## src/rtl/hall_call_panel.sv

```systemverilog
// Hall-call button front end: synchronise, debounce and latch 12 buttons until the controller clears them.
// Optional STUCK_DETECT_EN adds per-button hold timers that drop and block calls from jammed buttons.
module hall_call_panel #(
   parameter int DEBOUNCE_CYCLES = 200000,
   parameter int STUCK_CYCLES    = 500000000
) (
   input  logic        clk,
   input  logic        reset,
   input  logic [11:0] btn_raw,
   input  logic [11:0] clr,
   output logic [11:0] req,
   output logic [11:0] lamp,
   output logic [11:0] new_req,
   output logic [3:0]  pending_cnt,
   output logic [11:0] stuck
);

   localparam int NB = 12;
   localparam int CW = (DEBOUNCE_CYCLES > 1) ? $clog2(DEBOUNCE_CYCLES + 1) : 1;
   localparam logic [CW-1:0] DB_LAST = CW'(DEBOUNCE_CYCLES - 1);

   logic [NB-1:0] r_s1;
   logic [NB-1:0] r_s2;
   logic [NB-1:0] w_stable;
   logic [NB-1:0] w_press;
   logic [NB-1:0] w_req;
   logic [NB-1:0] w_new_req;
   logic [NB-1:0] w_stuck;
   logic [NB-1:0] w_stuck_hit;
   logic [3:0]    w_pop;

   if (DEBOUNCE_CYCLES < 1) begin : g_bad_debounce
      $error("DEBOUNCE_CYCLES must be at least 1");
   end

   always_ff @(posedge clk) begin
      if (reset) begin
         r_s1 <= '0;
         r_s2 <= '0;
      end else begin
         r_s1 <= btn_raw;
         r_s2 <= r_s1;
      end
   end

   genvar gi;
   generate
      for (gi = 0; gi < NB; gi++) begin : g_bit
         logic [CW-1:0] r_cnt;
         logic          r_stable;
         logic          r_req;
         logic          r_new_req;
         logic          w_mismatch;
         logic          w_accept;

         assign w_mismatch = r_s2[gi] ^ r_stable;
         assign w_accept   = w_mismatch && (r_cnt == DB_LAST);
         // A press is the edge where a debounced 0->1 change is accepted.
         assign w_press[gi] = w_accept && r_s2[gi];

         always_ff @(posedge clk) begin
            if (reset) begin
               r_cnt    <= '0;
               r_stable <= 1'b0;
            end else if (w_mismatch) begin
               if (w_accept) begin
                  r_stable <= r_s2[gi];
                  r_cnt    <= '0;
               end else begin
                  r_cnt <= r_cnt + CW'(1);
               end
            end else begin
               r_cnt <= '0;
            end
         end

         always_ff @(posedge clk) begin
            if (reset) begin
               r_req     <= 1'b0;
               r_new_req <= 1'b0;
            end else begin
               r_new_req <= 1'b0;
               if (clr[gi] || w_stuck_hit[gi]) begin
                  r_req <= 1'b0;
               end else if (w_press[gi] && !r_req && !w_stuck[gi]) begin
                  r_req     <= 1'b1;
                  r_new_req <= 1'b1;
               end
            end
         end

         assign w_stable[gi]  = r_stable;
         assign w_req[gi]     = r_req;
         assign w_new_req[gi] = r_new_req;

`ifdef STUCK_DETECT_EN
         localparam int HW = (STUCK_CYCLES > 1) ? $clog2(STUCK_CYCLES + 1) : 1;
         localparam logic [HW-1:0] HOLD_LAST = HW'(STUCK_CYCLES - 1);
         localparam logic [HW-1:0] HOLD_MAX  = HW'(STUCK_CYCLES);

         logic [HW-1:0] r_hold;
         logic          r_stuck;
         logic          w_fall;

         assign w_fall          = w_accept && !r_s2[gi];
         assign w_stuck_hit[gi] = r_stable && !r_stuck && (r_hold == HOLD_LAST);

         // Hold count saturates so a jammed button is flagged only once.
         always_ff @(posedge clk) begin
            if (reset) begin
               r_hold  <= '0;
               r_stuck <= 1'b0;
            end else begin
               if (!r_stable) begin
                  r_hold <= '0;
               end else if (r_hold != HOLD_MAX) begin
                  r_hold <= r_hold + HW'(1);
               end
               if (w_fall) begin
                  r_stuck <= 1'b0;
               end else if (w_stuck_hit[gi]) begin
                  r_stuck <= 1'b1;
               end
            end
         end

         assign w_stuck[gi] = r_stuck;
`else
         assign w_stuck_hit[gi] = 1'b0;
         assign w_stuck[gi]     = 1'b0;
`endif
      end
   endgenerate

`ifndef STUCK_DETECT_EN
   if (STUCK_CYCLES < 1) begin : g_bad_stuck
      $error("STUCK_CYCLES must be at least 1");
   end
`endif

   always_comb begin
      w_pop = '0;
      for (int i = 0; i < NB; i++) begin
         w_pop = w_pop + {3'b000, w_req[i]};
      end
   end

   assign req         = w_req;
   assign lamp        = w_req;
   assign new_req     = w_new_req;
   assign stuck       = w_stuck;
   assign pending_cnt = w_pop;

endmodule

```

## config.mk

```make
export PLATFORM = sky130hd
export DESIGN_NAME = hall_call_panel
export DESIGN_NICKNAME = d
export VERILOG_FILES = /design/src/rtl/hall_call_panel.sv
export SDC_FILE = /design/constraint.sdc
export NUM_CORES = 1
export LEC_CHECK = 0
export ABC_AREA = 1
export BUFFER_PORTS_ARGS = -buffer_cell sky130_fd_sc_hd__buf_2
export CAP_MARGIN = 20
export CORE_UTILIZATION = 43
export DETAILED_ROUTE_END_ITERATION = 8
export SYNTH_ARGS = -nofsm -noshare
export SYNTH_HDL_FRONTEND = slang
export SYNTH_SLANG_ARGS = --single-unit
```

## constraint.sdc

```tcl
create_clock -name clk -period 3.99 [get_ports clk]
set_input_delay 0.399 -clock clk [delete_from_list [all_inputs] [get_ports clk]]
set_output_delay 0.399 -clock clk [all_outputs]
set_load 0.02 [all_outputs]
```

After elaboration in Yosys (flattened, before gate mapping)
Index checks and enable logic that the tools add are counted.
- register bits after elaboration: 276
- word-level logic and storage cells: 205
- equality and inequality tests: 12
- mux-type cells: 12
- bitwise operators: 24
- reductions and logical operators: 84
- $add $sub $neg: 23
- operator list (operator ; count):
    $add 18x1->18 const B ; 12
    $eq 18x18->1 const B ; 12
    $logic_and 1x1->1 ; 36
    $reduce_or 3->1 ; 12
    $add 4x1->4 ; 8
    $reduce_and 2->1 ; 12
    $reduce_or 2->1 ; 12
    $logic_not 1->1 ; 12
    $mux 1 ; 12
    $not 1->1 ; 12
    $xor 1x1->1 ; 12
    $add 3x1->4 ; 1
    $add 2x1->3 ; 1
    $add 1x1->2 ; 1

Longest topological paths before layout
- depth after elaboration: 11
- gate-level depth with buffers: 10
- mapped depth without buffers: 10

Worst setup path before layout
OpenSTA, ideal clock, no wires.
- path kind: reg-to-output
- start: reg g_bit[0].r_req
- end: out pending_cnt[2]
- stages on the path, launching flop included: 11
- required time: 3.591 ns
- arrival: 3.296 ns
- slack: 0.295 ns
- buffers on the path: 0
- path through: dfxtp_1 > inv_1 > fa_1 > fa_1 > fa_1 > fa_1 > inv_1 > ha_1 > inv_1 > fa_1 > xnor2_1
- word-level cells in the longest chain between the ends: 11
- ends and longest elaborated chain (element ; line ; text):
    from (decl) ; 51 ; logic r_req;
    from (signal assigned) ; 79 ; r_req <= 1'b0;
    from (signal assigned) ; 84 ; r_req <= 1'b0;
    from (signal assigned) ; 86 ; r_req <= 1'b1;
    $add 1x1->2 ; 144 ; w_pop = w_pop + {3'b000, w_req[i]};
    $add 2x1->3 ; 144 ;
    $add 3x1->4 ; 144 ;
    $add 4x1->4 (8 in series) ; 144 ;
    to (decl) ; 14 ; output logic [3:0] pending_cnt,
No other way between the ends.

Final worst setup path
- start: reg g_bit[5].r_req
- end: out pending_cnt[1]
- word-level cells in the longest chain between the ends: 7
- ends and longest elaborated chain (element ; line):
    from (decl) ; 51
    from (signal assigned) ; 79
    from (signal assigned) ; 84
    from (signal assigned) ; 86
    $add 4x1->4 (7 in series) ; 144
No other way between the ends.

==> results by group <==
Outcome
  • Status: finished, violations left
  • Failing checks: setup timing

Yosys
  • Yosys cell types: 35
  • Post-Synthesis Cells: 2,035
  • Post-synth top area share: 0.396
  • Warnings, synthesis: 0
  • #FFs+latches synth: 276
  • Register area share after synthesis: 0.396
  • Mapped cell area: 0.0140 mm^2
  • Post-synth EDFFs: 0
  • Mean post-synth cell area: 6.86 um^2
  • Ys flop type: dfxtp_1
  • Top cells by area, synth: dfxtp_1, nand2_1, nor2_1
  • Post-synth top area cell: dfxtp_1
  • Fraction of registers with async set/reset: 0

Drt
  • DRC: 0
  • Drt first-iter violations: 541
  • Detail Route Antenna Nets: 0
  • Via density: 4.74
  • TritonRoute pass-1 iters: 4
  • DR vias: 11,937
  • Final wirelength: 28,900 um
  • WL/cell: 11.5 um

Power
  • Static Leakage: 5.42 nW
  • Total power: 0.00600 W
  • Peak VDD IR: 0.234 mV
  • PD cells: 385 mW/mm^2

Clocking
  • Clock sink count: 276
  • H-tree levels: 2
  • Skew-Pair Late Insertion Delay: 530 ps
  • Deepest clock path buffer count: 3
  • Num CTS Buffers: 34
  • Root Driver: clkbuf_16
  • Worst-path clk slew: 60 ps
  • TritonCTS clock tree: yes

Worst setup path
  • Critical Path Fanout Max: 2
  • Top Family by Delay on Critical Path: adder cells
  • Startpoint types: flip-flop
  • CP startpoint: g_bit[5].r_req
  • CP bufs+invs: 5
  • Worst R2R Setup Slack: 2370 ps
  • R2r worst-path depth: 6
  • Worst path depth: 11
  • Most used cell, CP: fa_1
  • Crit end category: output pin
  • Kind of critical path: reg2out
  • Crit path arrival time: 3790 ps
  • Reg2reg end: g_bit[7].r_cnt[11]
  • Critical R2R Launch: g_bit[7].r_cnt[0]
  • Critical Path Sink: pending_cnt[1]
  • CP Cell Sequence: fa_1, inv_1, fa_1, fa_1, fa_1, inv_1, ha_2, inv_2, fa_2, inv_2, buf_6
  • WP data required: 3590 ps
  • Slowest CP cell: fa_1
  • Slowest stage delay, CP: 530 ps

Final layout
  • ANT cells: 0
  • Final net count: 2,140
  • Commonest cells after routing, fill and taps aside: nand2_1, nor2_1, dfxtp_1
  • Layout cells sized above 1: 0.102
  • Area growth, synth to finish: 11.4%
  • Commonest non-fill, non-tap cell in the layout: nand2_1

Timing
  • Clock skew: 18.3 ps
  • Tcrit/Tclk final: 1.05
  • Post-layout min period: 4190 ps
  • Max_slew headroom: 0.487
  • RSZ-0062 raised after global routing: yes
  • Max-slew violations: 0
  • # setup viols final: 2
  • Worst Max-Slew Pin Slew: 769 ps
  • Worst setup margin: -196 ps
  • Setup TNS: -377 ps
  • Fmax: 239 MHz
  • Final Hold Fails: 0

Floorplanning
  • Io pins: 78
  • Full die area: 0.0332 mm^2
  • Rows: 65
  • Initial Util: 0.440
  • Die H: 182 um
  • Die width: 182 um
  • Placeable Area: 0.0317 mm^2

Global routing
  • Grt ovf: 0
  • Gr usage total: 0.178
  • Initial antenna violation count: 1
  • Vias in the first global route: 11,012
  • Largest net degree at the start of global routing: 37
  • First-pass GRT wire length: 50,000 um

Worst hold path
  • Hold Crit Class: in2reg

Placed design
  • Port Buffer Count: 65
  • DP Wirelength: 21,400 um
  • Gpl congestion: 0.869

Run
  • Maxcap violations: 0
==> final cells by class <==
cell class                 count  area, um^2
clock buffer                  47         980
tap                          402         503
timing repair buffer          75         415
fill                        3189       16200
inverter                     229         860
sequential                   276        5530
multi-input combinational   1475        7120
clock inverter                13         163
==> worst register-to-register path: cells and delay by family, from the launching register on <==
kind | cells | cell delay [ps]
simple gates | 5 | 950
fa+ha+maj | 1 | 200
flops | 1 | 350
==> state kept, by name, summed over array words and instances (netlist names) <==
signal	flops
g_bit.r_req	12
r_s2	12
g_bit.r_cnt	216
g_bit.r_stable	12
g_bit.r_new_req	12
r_s1	12
==> cells in the mapped netlist (2+ instances only) <==
cell	instances
buf_1	3
o21bai_1	5
buf_4	48
inv_1	228
or2_0	21
o21a_1	2
nand3_2	14
nor3_2	3
nand2_1	486
or2_1	2
fa_1	7
xor2_1	45
a21oi_1	116
nor2b_1	2
nor2_2	16
nand2_4	6
buf_6	12
nor3_1	31
nand3b_1	20
buf_2	3
nand3_1	109
nor2_1	440
nand2_2	8
nand4_1	27
or2_2	21
xnor2_1	35
nor2_4	6
ha_1	16
and2_1	3
dfxtp_1	276
o21ai_0	20
==> worst min path at each step <==
stage	from	to	cells past startpoint
floorplan	r_s1[0]	r_s2[0]	2
global placement	r_s1[7]	r_s2[7]	2
detailed placement	r_s1[8]	r_s2[8]	2
CTS	btn_raw[7]	r_s1[7]	3
global route	btn_raw[11]	r_s1[11]	3
finish	btn_raw[7]	r_s1[7]	3
==> kinds of logic (layout without fill, tap and decap cells) <==
group / after synthesis / count (layout) / synth area share
flip-flops: 276 / 276 / 0.396
other: 1 / 12 / 0.000268
AO/OA/AOI/OAI: 143 / 143 / 0.0525
AND/OR/NAND/NOR: 1217 / 1217 / 0.378
adder cells (fa/ha/maj): 23 / 23 / 0.0244
XOR/XNOR: 80 / 80 / 0.0502
buffers and inverters: 295 / 364 / 0.0989
==> power breakdown <==
group	switching, W	internal (W)	leakage [nW]
clock network	0.00121	0.00192	0.569
registers	0.00000928	0.00277	2.23
logic	0.0000671	0.0000278	2.62
total	0.00128	0.00472	5.42
==> per-stage QoR <==
stage                     setup slack (ps)  instance area, um^2  utilization  instances  hold WS [ps]
after global placement                 231                14400        0.453       2456           391
after floorplan                        295                14000            -       2046           388
after detailed placement               216                14400        0.453       2456           394
final                                 -196                15600        0.491       2517          71.5
after global routing                  -323                15600        0.491       2517          86.2
after CTS                             -246                15600        0.490       2517          61.4
==> repair_timing <==
item / CTS / global route
setup buffers: 1 / 0
resized for setup: 9 / 6
hold buffers: 0 / 0
pin swaps: 2 / 2
setup endpoints to repair: 2 / 3
==> metal layers <==
layer,vias up,GRT usage,routed length (um)
met5,-,0,11
met4,2,0.0659,847
met3,64,0.0279,1010
met2,172,0.293,12700
met1,5325,0.236,14400
li1,6374,-,-
(Power assumes the default switching activity.)
